## src/rtl/vote_link_ctrl.sv

```systemverilog
// Voter link controller: collects a parity-protected vote word from toggle buttons and
// exchanges it with a peer over rts/rtr/cts/ctr, with timeouts, a round limit and sticky error.
module vote_link_ctrl #(
    parameter  int NBTN       = 2,
    parameter  int TO_CYC     = 16,
    parameter  int MAX_ROUNDS = 8,
    localparam int W          = NBTN + 2,
    localparam int RW         = $clog2(MAX_ROUNDS + 1)
) (
    input  logic          clock,
    input  logic          reset,
    input  logic          start,
    input  logic          key,
    input  logic [NBTN-1:0] btn,
    input  logic          rts,
    input  logic          rtr,
    input  logic [W-1:0]  v_in,
    output logic          cts,
    output logic          ctr,
    output logic [W-1:0]  v_out,
    output logic          busy,
    output logic          err,
    output logic [RW-1:0] rounds
);

    localparam int TW = (TO_CYC > 0) ? $clog2(TO_CYC + 1) : 1;
    localparam logic [W-1:0] END_CODE = {1'(NBTN % 2), {NBTN{1'b1}}, 1'b0};

    typedef enum logic [3:0] {
        ST_STANDBY  = 4'd0,
        ST_COLLECT  = 4'd1,
        ST_START_TX = 4'd2,
        ST_SEND     = 4'd3,
        ST_TX_2_RX  = 4'd4,
        ST_RECEIVE  = 4'd5,
        ST_RX_2_TX  = 4'd6,
        ST_END_TX   = 4'd7,
        ST_ERROR    = 4'd8
    } state_t;

    state_t          state, state_n;
    logic [W-1:0]    vote, vote_n;
    logic [NBTN-1:0] last_btn, last_btn_n;
    logic [TW-1:0]   timer, timer_n;
    logic [RW-1:0]   rounds_n;
    logic [W-1:0]    v_out_n;
    logic            cts_n, ctr_n, err_n;
    logic            timed, tmo;

    assign busy = (state != ST_STANDBY) && (state != ST_ERROR);
    assign tmo  = (TO_CYC > 0) && (timer == TW'(TO_CYC - 1));

    always_ff @(posedge clock) begin
        if (reset) begin
            state    <= ST_STANDBY;
            vote     <= '0;
            last_btn <= '0;
            timer    <= '0;
            rounds   <= '0;
            v_out    <= '0;
            cts      <= 1'b0;
            ctr      <= 1'b0;
            err      <= 1'b0;
        end else begin
            state    <= state_n;
            vote     <= vote_n;
            last_btn <= last_btn_n;
            timer    <= timer_n;
            rounds   <= rounds_n;
            v_out    <= v_out_n;
            cts      <= cts_n;
            ctr      <= ctr_n;
            err      <= err_n;
        end
    end

    always_comb begin
        state_n    = state;
        vote_n     = vote;
        last_btn_n = last_btn;
        rounds_n   = rounds;
        v_out_n    = v_out;
        cts_n      = cts;
        ctr_n      = ctr;
        err_n      = err;
        timed      = 1'b0;

        case (state)
            ST_STANDBY: begin
                cts_n = rtr;
                if (start) begin
                    vote_n  = '0;
                    state_n = ST_COLLECT;
                end
            end
            ST_COLLECT: begin
                if (!start) begin
                    state_n = ST_START_TX;
                end else if (key) begin
                    vote_n[0] = 1'b1;
                    for (int i = 0; i < NBTN; i++) begin
                        if (btn[i] && !last_btn[i]) vote_n[i+1] = ~vote[i+1];
                    end
                    last_btn_n = btn;
                end else begin
                    vote_n = '0;
                end
            end
            ST_START_TX: begin
                vote_n[W-1] = ^vote[W-2:0];
                rounds_n    = '0;
                state_n     = ST_SEND;
            end
            ST_SEND: begin
                if (rtr) begin
                    v_out_n  = vote;
                    cts_n    = 1'b1;
                    rounds_n = rounds + RW'(1);
                    if (vote == END_CODE)                     state_n = ST_END_TX;
                    else if (rounds == RW'(MAX_ROUNDS - 1))   state_n = ST_ERROR;
                    else                                      state_n = ST_TX_2_RX;
                end
            end
            ST_TX_2_RX: begin
                timed = 1'b1;
                if (!rts) begin
                    ctr_n   = 1'b1;
                    state_n = ST_RECEIVE;
                end else if (tmo) begin
                    state_n = ST_ERROR;
                end
            end
            ST_RECEIVE: begin
                timed = 1'b1;
                if (rts) begin
                    ctr_n = 1'b0;
                    if (^v_in == 1'b0) begin
                        vote_n  = v_in;
                        state_n = ST_RX_2_TX;
                    end else begin
                        state_n = ST_ERROR;
                    end
                end else if (tmo) begin
                    state_n = ST_ERROR;
                end
            end
            ST_RX_2_TX: begin
                timed = 1'b1;
                if (!rtr) begin
                    cts_n   = 1'b0;
                    state_n = ST_SEND;
                end else if (tmo) begin
                    state_n = ST_ERROR;
                end
            end
            ST_END_TX: begin
                timed = 1'b1;
                if (!rtr) begin
                    cts_n   = 1'b0;
                    state_n = ST_STANDBY;
                end else if (tmo) begin
                    state_n = ST_ERROR;
                end
            end
            ST_ERROR: begin
                if (start) begin
                    err_n    = 1'b0;
                    rounds_n = '0;
                    state_n  = ST_STANDBY;
                end
            end
            default: state_n = ST_STANDBY;
        endcase

        // Any path into ERROR drops both handshake lines, overriding a same-cycle SEND commit.
        if (state_n == ST_ERROR && state != ST_ERROR) begin
            err_n = 1'b1;
            cts_n = 1'b0;
            ctr_n = 1'b0;
        end

        // Timer only runs while parked in a wait state; leaving at TO_CYC-1 keeps it from wrapping.
        if (TO_CYC == 0 || !timed || state_n != state) timer_n = '0;
        else                                             timer_n = timer + TW'(1);
    end

endmodule

```

## config.mk

```make
export PLATFORM = sky130hd
export DESIGN_NAME = vote_link_ctrl
export DESIGN_NICKNAME = d
export VERILOG_FILES = /design/src/rtl/vote_link_ctrl.sv
export SDC_FILE = /design/constraint.sdc
export NUM_CORES = 1
export LEC_CHECK = 0
export BUFFER_PORTS_ARGS = -buffer_cell sky130_fd_sc_hd__buf_2
export CAP_MARGIN = 5
export CORE_MARGIN = 10
export CORE_UTILIZATION = 48
export DETAILED_ROUTE_END_ITERATION = 10
export PLACE_DENSITY_LB_ADDON = 0.05
export SYNTH_ARGS = -nofsm -noshare
export SYNTH_HDL_FRONTEND = slang
export SYNTH_SLANG_ARGS = --single-unit
```

## constraint.sdc

```tcl
create_clock -name clock -period 2.6 [get_ports clock]
set_clock_uncertainty 0.15 [all_clocks]
set_input_delay 0.13 -clock clock [delete_from_list [all_inputs] [get_ports clock]]
set_output_delay 0.13 -clock clock [all_outputs]
set_load 0.05 [all_outputs]
```

==> results of run 1 <==
[metrics by stage]
stage | setup WS (ns) | cell area (um^2)
global placement | 0.3652 | 1758
CTS | 0.05541 | 1854
floorplan | 0.6150 | 1618
detailed placement | 0.2608 | 1758
global route | 0.006912 | 1856
finish | 0.1564 | 1856
[power by group]
part           switching [mW]  internal (mW)  total, mW
sequential             0.0284          0.415      0.444
clock                   0.126         0.0859      0.212
combinational           0.121         0.0812      0.202
total                   0.276          0.582      0.858
[cells in the mapped netlist, types with 3 or more instances]
cell      instances  share of area (%)
a211oi_1          5                2.3
a21oi_1          15                4.6
a22oi_1           3                1.4
buf_2             5                1.5
buf_4             3                1.4
clkbuf_1          3               0.70
dfxtp_1          26                 32
ha_1              4                3.1
inv_1            11                2.6
nand2_1          23                5.3
nand2b_1          6                2.3
nand3_1           5                1.5
nand3b_1          3                1.4
nor2_1           12                2.8
nor2b_1           4                1.5
nor3_1            9                2.8
o21ai_0           8                2.5
xnor2_1           5                2.7
xor2_1            4                2.2
[how the worst max path moves through the flow]
| stage | from | to | depth (start not counted) |
|---|---|---|---|
| floorplan | timer[0] | timer[2] | 8 |
| finish | state[2] | last_btn[0] | 6 |
| global route | state[2] | last_btn[1] | 6 |
| CTS | state[0] | last_btn[1] | 5 |
| detailed placement | state[0] | timer[2] | 5 |
| global placement | state[0] | timer[3] | 5 |
[area by class of cell]
class	instances	area (um^2)
fillers	315	1429
flip-flops and latches	26	521.8
repair buffers	33	205.2
clock buffers	4	36.28
inverters	11	41.29
well taps	46	57.56
multi-input cells	149	993.5
[logic make-up (layout without fill, tap and decap cells)]
logic type	Yosys count	after routing	synth area share (%)
AND/OR/NAND/NOR	78	78	25.68
AO/OA/AOI/OAI	57	57	26.76
flip-flops	26	26	32.17
buffers and inverters	23	48	6.419
XOR/XNOR	10	10	5.878
adder cells (fa/ha/maj)	4	4	3.094
[tightest hold or removal path, delay by kind of cell]
kind,cells,cell delay [ns]
buffers and inverters,1,0.16
AND/OR/NAND/NOR,1,0.06
AO/OA/AOI/OAI,1,0.14
[state kept, by name, indices dropped and copies added, names as in the netlist]
| register | flops |
|---|---|
| cts | 1 |
| timer | 5 |
| err | 1 |
| state | 4 |
| rounds | 4 |
| ctr | 1 |
| vote | 4 |
| last_btn | 2 |
| v_out | 4 |
[layer usage]
layer	routed length, um	vias to the layer above	global-route usage [%]
met5	0	-	0
met4	58	0	5.556
met3	184	6	2.620
met2	1882	32	21.30
met1	1932	709	17.73
li1	-	771	-
[what timing repair did]
| action | 4_1_cts | 5_1_grt |
|---|---|---|
| endpoints found under the setup margin | 0 | 2 |
| setup buffers | 0 | 0 |
| hold buffers | 6 | 0 |
| hold endpoints to repair | 3 | 0 |
| gates resized for setup | 0 | 1 |
==> summary.txt, run 1 <==
Outcome
  – Status: finished clean

Route
  – Per-cell routed wire length: 15.08 um
  – Final antenna-violating net count: 0
  – Routed wire length: 4057 um
  – Vias per cell: 5.643
  – Remaining DRCs: 0
  – Via count: 1518
  – Starting DRT DRC Count: 94
  – 1st-pass router iterations: 4

Floorplanning
  – Die height: 78.06 um
  – Rows: 21
  – Chip Width: 78.06 um
  – Starting Density: 49.26%
  – I/O pins: 24
  – Die area: 6093 um^2
  – Core area: 3284 um^2

Critical path
  – Worst path required time: 2.72 ns
  – R2R depth: 6
  – Worst Setup End Kind: register
  – CP startpoint kind: register
  – Crit-path cells: buf_4 -> nor4b_1 -> and2_1 -> nand3_1 -> dlygate4sd3_1 -> a21oi_1
  – Crit-path slowest cell: dlygate4sd3_1
  – CP top delay family: simple AND/OR/NAND/NOR gates
  – Reg2reg setup slack: 0.16 ns
  – Arr. time, crit path: 2.57 ns
  – Crit Path Class: register to register
  – Worst R2R Start: state[2]
  – Worst r2r dst: last_btn[0]
  – Crit path largest cell delay: 0.57 ns
  – Worst-path maximum fanout: 15
  – Critical path buffers and inverters: 2

Clocking
  – Worst-skew pair later-pin latency: 0.33 ns
  – # clock sinks: 26
  – Clk root buf: clkbuf_4
  – Clk buf depth: 2
  – H-Tree Depth: 1
  – Worst-path clk slew: 0.14 ns
  – Number of CTS-inserted buffers: 3
  – CTS tree: yes

Flow run
  – MaxCap Viol Count: 0

Global route
  – Initial antenna violation count: 0
  – Largest net degree at the start of global routing: 23
  – Aggregate global-route resource usage: 13.55%
  – Vias in the first global route: 1477
  – First-pass GRT wire length: 6920 um
  – GRT overflow: 0

Timing
  – Setup violators final: 0
  – TNS Setup: 0 ns
  – Max Clk Rate: 0.4092 GHz
  – Slew headroom: 58.13%
  – Final Cycle Share: 93.98%
  – Fin. Hold Viols: 0
  – Hold Slack: 0.03813 ns
  – Worst-margin pin slew: 0.6238 ns
  – RSZ-0062 raised after global routing: false
  – Post-layout min period: 2.444 ns
  – Final Max Slew Viols: 0

Placed design
  – Placer congestion estimate: 0.8474
  – IO Port Bufs: 23
  – Post-DP HPWL: 3107 um
  – Placed Instances: 259

Min path
  – HP Class: input port to register
  – Worst Hold Launch: rtr
  – Hold Path End: cts
  – Hold path depth: 3

Synthesis
  – Post-synthesis cell area: 1618 um^2
  – Yosys reg bits: 26
  – EDFF count, synth: 0
  – Post-Syn Instances: 198
  – Ys async rst share: 0%
  – Syn_nets: 214
  – Post-synth cell types: 53
  – Synth Warn #: 0
  – Avg Cell Area, Syn: 8.171 um^2
  – Sequential-to-total area share from yosys stat: 32.17%
  – Post-synth top flop: dfxtp_1

Pwr
  – Leak pwr: 0.7020 nW
  – Worst vdd ir: 0.2308 mV
  – Pwr dens: 462.4 nW/um^2
  – Tot Pwr: 857.9 uW

Final layout
  – Area delta synth->final: 14.69%
  – Post-layout util: 56.50%
  – Layout Cells excl Fill: 269
  – Most frequent cells in the layout: dfxtp_1 (25), nand2_1 (23), buf_2 (23), a21oi_1 (15), nor2_1 (12)
  – Commonest non-fill, non-tap cell in the layout: dfxtp_1
  – ANT cells: 0
  – Layout cells sized above 1: 17.04%
  – Post-layout nets: 240
No activity file was read; power rests on OpenSTA's default activity.
==> inputs of run 2 (changes only) <==
--- a/config.mk
+++ b/config.mk
@@ -11,6 +11,7 @@
 export CORE_UTILIZATION = 48
 export DETAILED_ROUTE_END_ITERATION = 10
 export PLACE_DENSITY_LB_ADDON = 0.05
+export SETUP_SLACK_MARGIN = 0.2
 export SYNTH_ARGS = -nofsm -noshare
 export SYNTH_HDL_FRONTEND = slang
 export SYNTH_SLANG_ARGS = --single-unit
==> constraint.sdc (replaced) <==
create_clock -name clock -period 3.2 [get_ports clock]
set_clock_uncertainty 0.15 [all_clocks]
set_input_delay 0.64 -clock clock [delete_from_list [all_inputs] [get_ports clock]]
set_output_delay 0.64 -clock clock [all_outputs]
set_load 0.05 [all_outputs]
==> run 2 against run 1 <==
Core utilization shrank 2.6 points. Clock power is 20% lower. Final cell count fell by 3.3%. Wire length increased by 2.0%. Global-route usage about the same. Design area is 4.5% lower. Combinational power decreased by 21%. Sequential share of layout area is 1.3 points higher. Critical endpoint is now busy. Largest cell class unchanged. Largest power group unchanged.
==> summary.txt, run 2 (synthesis gave the netlist of run 1 again) <==
Route
  – Routed length on met2: 1898 um (+0.85%)
  – Vias per cell: 5.842 (+3.5%)
  – Starting DRT DRC Count: 161 (+71%)
  – Via count: 1519 (+0.066%)
  – Final antenna-violating net count: 0 (unchanged)
  – 1st-pass router iterations: 4 (unchanged)
  – Routed wire length: 4138 um (+2.0%)
  – Remaining DRCs: 0 (unchanged)
  – Per-cell routed wire length: 15.92 um (+5.5%)
  – Met1 Wirelength: 1996 um (+3.3%)
  – Top Metal Used: met4
  – Met3 wire len: 176 um (-4.3%)

Global route
  – First-pass GRT wire length: 6941 um (+0.30%)
  – Initial antenna violation count: 0 (unchanged)
  – Largest net degree at the start of global routing: 25 (+8.7%)
  – GRT overflow: 0 (unchanged)
  – Vias in the first global route: 1489 (+0.81%)
  – Aggregate global-route resource usage: 13.56% (about the same)

Floorplanning
  – I/O pins: 24 (unchanged)
  – Core area: 3284 um^2 (unchanged)
  – Die height: 78.06 um (unchanged)
  – Chip Width: 78.06 um (unchanged)
  – Starting Density: 49.26% (unchanged)
  – Rows: 21 (unchanged)
  – Die area: 6093 um^2 (unchanged)

Critical path
  – Crit Path Class: register to primary output
  – Worst path required time: 2.41 ns (-0.31 ns)
  – Worst Setup End Kind: primary output
  – CP startpoint kind: register
  – Arr. time, crit path: 1.76 ns (-0.81 ns)
  – Worst-path maximum fanout: 24 (+9)
  – Reg2reg setup slack: 0.73 ns (+0.57 ns)

Clocking
  – CTS tree: yes
  – Post-CTS sizing: 0 (unchanged)
  – Clk buf depth: 2 (unchanged)
  – Number of CTS-inserted buffers: 3 (unchanged)
  – Post-CTS Setup Inserts: 0 (unchanged)
  – Worst-path clk slew: 0.14 ns (about the same)
  – Clk root buf: clkbuf_4
  – H-Tree Depth: 1 (unchanged)
  – Hold Buf Count CTS: 0 (-6)
  – Worst-skew pair later-pin latency: 0.33 ns (about the same)
  – # clock sinks: 26 (unchanged)

Final layout
  – Max reg flops: 5 (unchanged)
  – Top reg by flops: timer
  – ANT cells: 0 (unchanged)
  – FILL cells: 320 (+1.6%)
  – Area delta synth->final: 9.513%
  – Commonest non-fill, non-tap cell in the layout: dfxtp_1
  – Layout cells sized above 1: 15.89% (-1.2 points)
  – Post-layout nets: 231 (-3.8%)
  – Most frequent cells in the layout: dfxtp_1 (26), nand2_1 (23), buf_2 (23), a21oi_1 (15), nor2_1 (12)

Timing
  – Max Clk Rate: 0.3927 GHz
  – RSZ-0062 raised after global routing: false
  – Final Max Slew Viols: 0 (unchanged)
  – Fin. Hold Viols: 0 (unchanged)
  – Worst-margin pin slew: 0.7603 ns (+0.1365 ns)
  – TNS Setup: 0 ns (unchanged)
  – Final Cycle Share: 79.58%
  – Post-layout min period: 2.547 ns
  – Slew headroom: 49.24% (-8.9 points)
  – Setup violators final: 0 (unchanged)

Placed design
  – Placer congestion estimate: 0.8845 (+4.4%)
  – IO Port Bufs: 23 (unchanged)
  – Post-DP HPWL: 3140 um (+1.0%)

Pwr
  – Worst vdd ir: 0.1867 mV (-19%)
  – Tot Pwr: 691.3 uW (-19%)
  – Leak pwr: 0.6670 nW (-5.0%)
  – Pwr dens: 390.2 nW/um^2 (-16%)

Min path
  – HP Class: register to register

Flow run
  – MaxCap Viol Count: 0 (unchanged)

Outcome
  – Status: finished clean
## run 2: cell types whose count changed in the layout (fill, tap and decap cells not counted)
| cell | previous run | this run |
|---|---|---|
| dlygate4sd3_1 | 6 | 0 |
| buf_4 | 4 | 1 |
| dfxtp_2 | 1 | 0 |
| dfxtp_1 | 25 | 26 |
## run 2: metal layers
| layer | global-route usage (%) | vias up |
|---|---|---|
| met5 | 0 | - |
| met4 | 5.914 | 0 |
| met3 | 1.936 | 7 |
| met2 | 21.63 | 49 |
| met1 | 17.76 | 710 |
| li1 | - | 753 |
## run 2: layout make-up
type	instances	area (um^2)	share of cell area, %
Sequential cell	26	520.5	29.38
Timing Repair Buffer	24	122.6	6.921
Inverter	11	41.29	2.331
Tap cell	46	57.56	3.249
Clock buffer	4	36.28	2.048
Multi-Input combinational cell	149	993.5	56.07
## run 2: worst max-delay path, stage by stage, from the launching register on
cell and delay (ns):
dfxtp_1 0.84, or3_1 0.29, buf_2 0.29
## run 2: path summary, 6_finish.rpt
kind               to  cells past startpoint     start
max              busy                      2  state[1]
min          v_out[0]                      2  v_out[0]
max reg2reg  timer[2]                      5  state[1]
min reg2reg  v_out[0]                      2  v_out[0]
## run 2: through the flow
step / setup WS [ns] / hold WS (ns) / utilization, % / instances / cell area [um^2]
floorplan: 1.154 / 0.2806 / - / 198 / 1618
global placement: 0.9276 / 0.2898 / 52.84 / 256 / 1735
detailed placement: 0.8540 / 0.2961 / 52.84 / 256 / 1735
CTS: 0.6781 / 0.3151 / 53.94 / 260 / 1772
global route: 0.5402 / 0.3406 / 53.94 / 260 / 1772
finish: 0.6535 / 0.3118 / 53.94 / 260 / 1772
## run 2: power breakdown
part           switching (mW)  total (mW)  internal (mW)
sequential             0.0255       0.362          0.337
clock                  0.0999       0.170         0.0698
combinational          0.0984       0.159         0.0608
==> inputs of run 3 (changes only) <==
==> constraint.sdc (replaced) <==
create_clock -name clock -period 2.6 [get_ports clock]
set_clock_uncertainty 0.15 [all_clocks]
set_input_delay 0.52 -clock clock [delete_from_list [all_inputs] [get_ports clock]]
set_output_delay 0.52 -clock clock [all_outputs]
set_load 0.05 [all_outputs]
==> run 3 against run 2 <==
Sequential share of layout area decreased by 0.86 points. Critical path depth rose by 3. Hold slack worse by 0.014 ns. Sequential power increased by 22%. Clock-buffer cell count did not move. Clock power is 24% higher. Via count fell by 0.26%. First-iteration DRC count rose by 21%. Total power is 24% higher. Combinational power increased by 32%. Global-route usage fell by 0.12 points. Design area grew 3.2%. Critical path type is now register to register. Highest routed layer unchanged.
==> summary.txt, run 3 (synthesis gave the netlist of run 1 again) <==
Pwr
  – Sequential share of power: 51.1% (-1.3 points)
  – Clock power share: 24.4% (about the same)
  – Comb pwr share: 24.5% (+1.5 points)
  – Sw Ratio: 32.49% (+0.12 points)
  – Internal: 580.4 uW (+24%)
  – Pwr dens: 470.0 nW/um^2 (+20%)
  – Worst vdd ir: 0.2710 mV (+45%)
  – Tot Pwr: 859.7 uW (+24%)
  – Leak pwr: 0.6982 nW (+4.7%)
  – Net Sw Power: 279.3 uW (+25%)

Placed design
  – Placed Instances: 262 (+2.3%)
  – Placed cell areas: 1780 um^2 (+2.6%)
  – IO Port Bufs: 23 (unchanged)
  – Post-place setup slack: 0.3776 ns (-0.4764 ns)
  – Placer congestion estimate: 0.9847 (+11%)
  – Post-DP HPWL: 3237 um (+3.1%)

Critical path
  – Crit path largest cell delay: 0.63 ns (-0.21 ns)
  – Worst-path maximum fanout: 16 (-33%)
  – Critical path buffers and inverters: 0 (-1)
  – CP startpoint: state[2]
  – Crit-path slowest cell: dfxtp_1
  – Crit Path Class: register to register
  – Reg2reg setup slack: 0.33 ns (-0.40 ns)
  – WP depth: 5 (+3)
  – Worst r2r dst: timer[2]
  – Worst R2R Start: state[2]
  – Arr. time, crit path: 2.38 ns (+0.62 ns)
  – CP top delay family: compound AO/OA/AOI/OAI gates
  – Crit-path cells: or3b_1 -> a211o_1 -> a31oi_1 -> o22ai_2 -> nor3_1
  – Worst Setup End Kind: register
  – Critical Path End: timer[2]
  – CP startpoint kind: register
  – Worst path required time: 2.71 ns (+0.30 ns)
  – R2R depth: 5 (unchanged)

Timing
  – Hold Slack: 0.2975 ns (-0.01433 ns)
  – Final Max Slew Viols: 0 (unchanged)
  – Final Cycle Share: 87.28%
  – Setup ws final: 0.3307 ns (-0.3227 ns)
  – Fin. Hold Viols: 0 (unchanged)
  – Setup violators final: 0 (unchanged)
  – RSZ-0062 raised after global routing: false
  – Worst-margin pin slew: 0.5926 ns (-0.1677 ns)
  – Post-layout min period: 2.269 ns
  – Max Clk Rate: 0.4407 GHz
  – TNS Setup: 0 ns (unchanged)
  – Slew headroom: 60.22% (+11 points)

Route
  – Remaining DRCs: 0 (unchanged)
  – Final antenna-violating net count: 0 (unchanged)
  – Via count: 1515 (-0.26%)
  – Vias per cell: 5.695 (-2.5%)
  – Routed wire length: 4155 um (+0.41%)
  – 1st-pass router iterations: 4 (unchanged)
  – Starting DRT DRC Count: 195 (+21%)
  – Per-cell routed wire length: 15.62 um (-1.9%)

Global route
  – Vias in the first global route: 1448 (-2.8%)
  – GRT overflow: 0 (unchanged)
  – Initial antenna violation count: 0 (unchanged)
  – Largest net degree at the start of global routing: 17 (-32%)
  – Aggregate global-route resource usage: 13.44% (-0.12 points)
  – Gr busiest metal: met2
  – First-pass GRT wire length: 6872 um (-0.99%)
  – Met1 Track Usage GR: 16.89% (-0.87 points)
  – Met3 global-route usage: 2.733% (+0.80 points)
  – GR Util met2: 22.04% (+0.41 points)

Final layout
  – ANT cells: 0 (unchanged)
  – Post-layout nets: 237 (+2.6%)
  – Top reg by flops: timer
  – Max reg flops: 5 (unchanged)
  – Area delta synth->final: 13.07%
  – Layout cells sized above 1: 19.09% (+3.2 points)
  – Layout Cells excl Fill: 266 (+2.3%)
  – Most frequent cells in the layout: dfxtp_1 (25), nand2_1 (23), buf_2 (23), a21oi_1 (15), nor2_1 (12)
  – Commonest non-fill, non-tap cell in the layout: dfxtp_1
  – Post-layout util: 55.70% (+1.8 points)
  – Fin area: 1829 um^2 (+3.2%)

Flow run
  – MaxCap Viol Count: 0 (unchanged)

Min path
  – HP Class: input port to register

Floorplanning
  – Core area: 3284 um^2 (unchanged)
  – Rows: 21 (unchanged)
  – Chip Width: 78.06 um (unchanged)
  – I/O pins: 24 (unchanged)
  – Die height: 78.06 um (unchanged)
  – Die area: 6093 um^2 (unchanged)
  – Starting Density: 49.26% (unchanged)

Clocking
  – CTS tree: yes
  – H-Tree Depth: 1 (unchanged)
  – Worst-path clk slew: 0.14 ns (about the same)
  – Hold Buf Count CTS: 0 (unchanged)
  – Number of CTS-inserted buffers: 3 (unchanged)
  – Clk root buf: clkbuf_4
  – # clock sinks: 26 (unchanged)
  – Worst-skew pair later-pin latency: 0.33 ns (about the same)
  – Clk buf depth: 2 (unchanged)

Outcome
  – Status: finished clean
==> run 3: cell types whose count changed in the layout (fill, tap and decap cells not counted) <==
cell      change
buf_4         +6
dfxtp_1       -1
dfxtp_2       +1
ha_1          -1
ha_2          +1
nor4bb_2      -1
nor4bb_4      +1
==> run 3: per-layer routing <==
metal | wire length, um | part of all wire, %
met5 | 0 | 0
met3 | 184 | 4.4
met2 | 1928 | 46
met4 | 72 | 1.7
met1 | 1969 | 47
==> run 3: worst register-to-register path, stage by stage (launching register included) <==
cell     delay [ns]
dfxtp_1        0.63
or3b_1         0.41
a211o_1        0.32
a31oi_1        0.28
o22ai_2        0.18
nor3_1         0.23
==> run 3: worst min path at each step <==
stage               slack [ns]  cells past startpoint     start          end
finish                    0.30                      3    btn[1]  last_btn[1]
global route              0.29                      3    btn[1]  last_btn[1]
CTS                       0.30                      3    btn[0]  last_btn[0]
detailed placement        0.30                      2  v_out[2]     v_out[2]
global placement          0.29                      2  v_out[0]     v_out[0]
floorplan                 0.28                      1  timer[0]     timer[0]
==> run 3: area by class of cell <==
cell class              count  area, um^2
fillers                   326        1455
multi-input cells         149        1005
flip-flops and latches     26       521.8
repair buffers             30       167.7
well taps                  46       57.56
inverters                  11       41.29
clock buffers               4       36.28
==> run 3: power by group through the flow <==
stage,logic (mW),clock network (mW),registers (mW)
finish,0.210,0.210,0.440
global placement,0.206,0,0.446
floorplan,0.154,0,0.446
CTS,0.209,0.214,0.438
detailed placement,0.208,0,0.447
global route,0.229,0.233,0.443
==> run 3: timing repair <==
item                                   CTS  global route
resized for setup                        0             3
endpoints found under the hold margin    0             0
setup endpoints to repair                0             5
setup buffers                            0             0
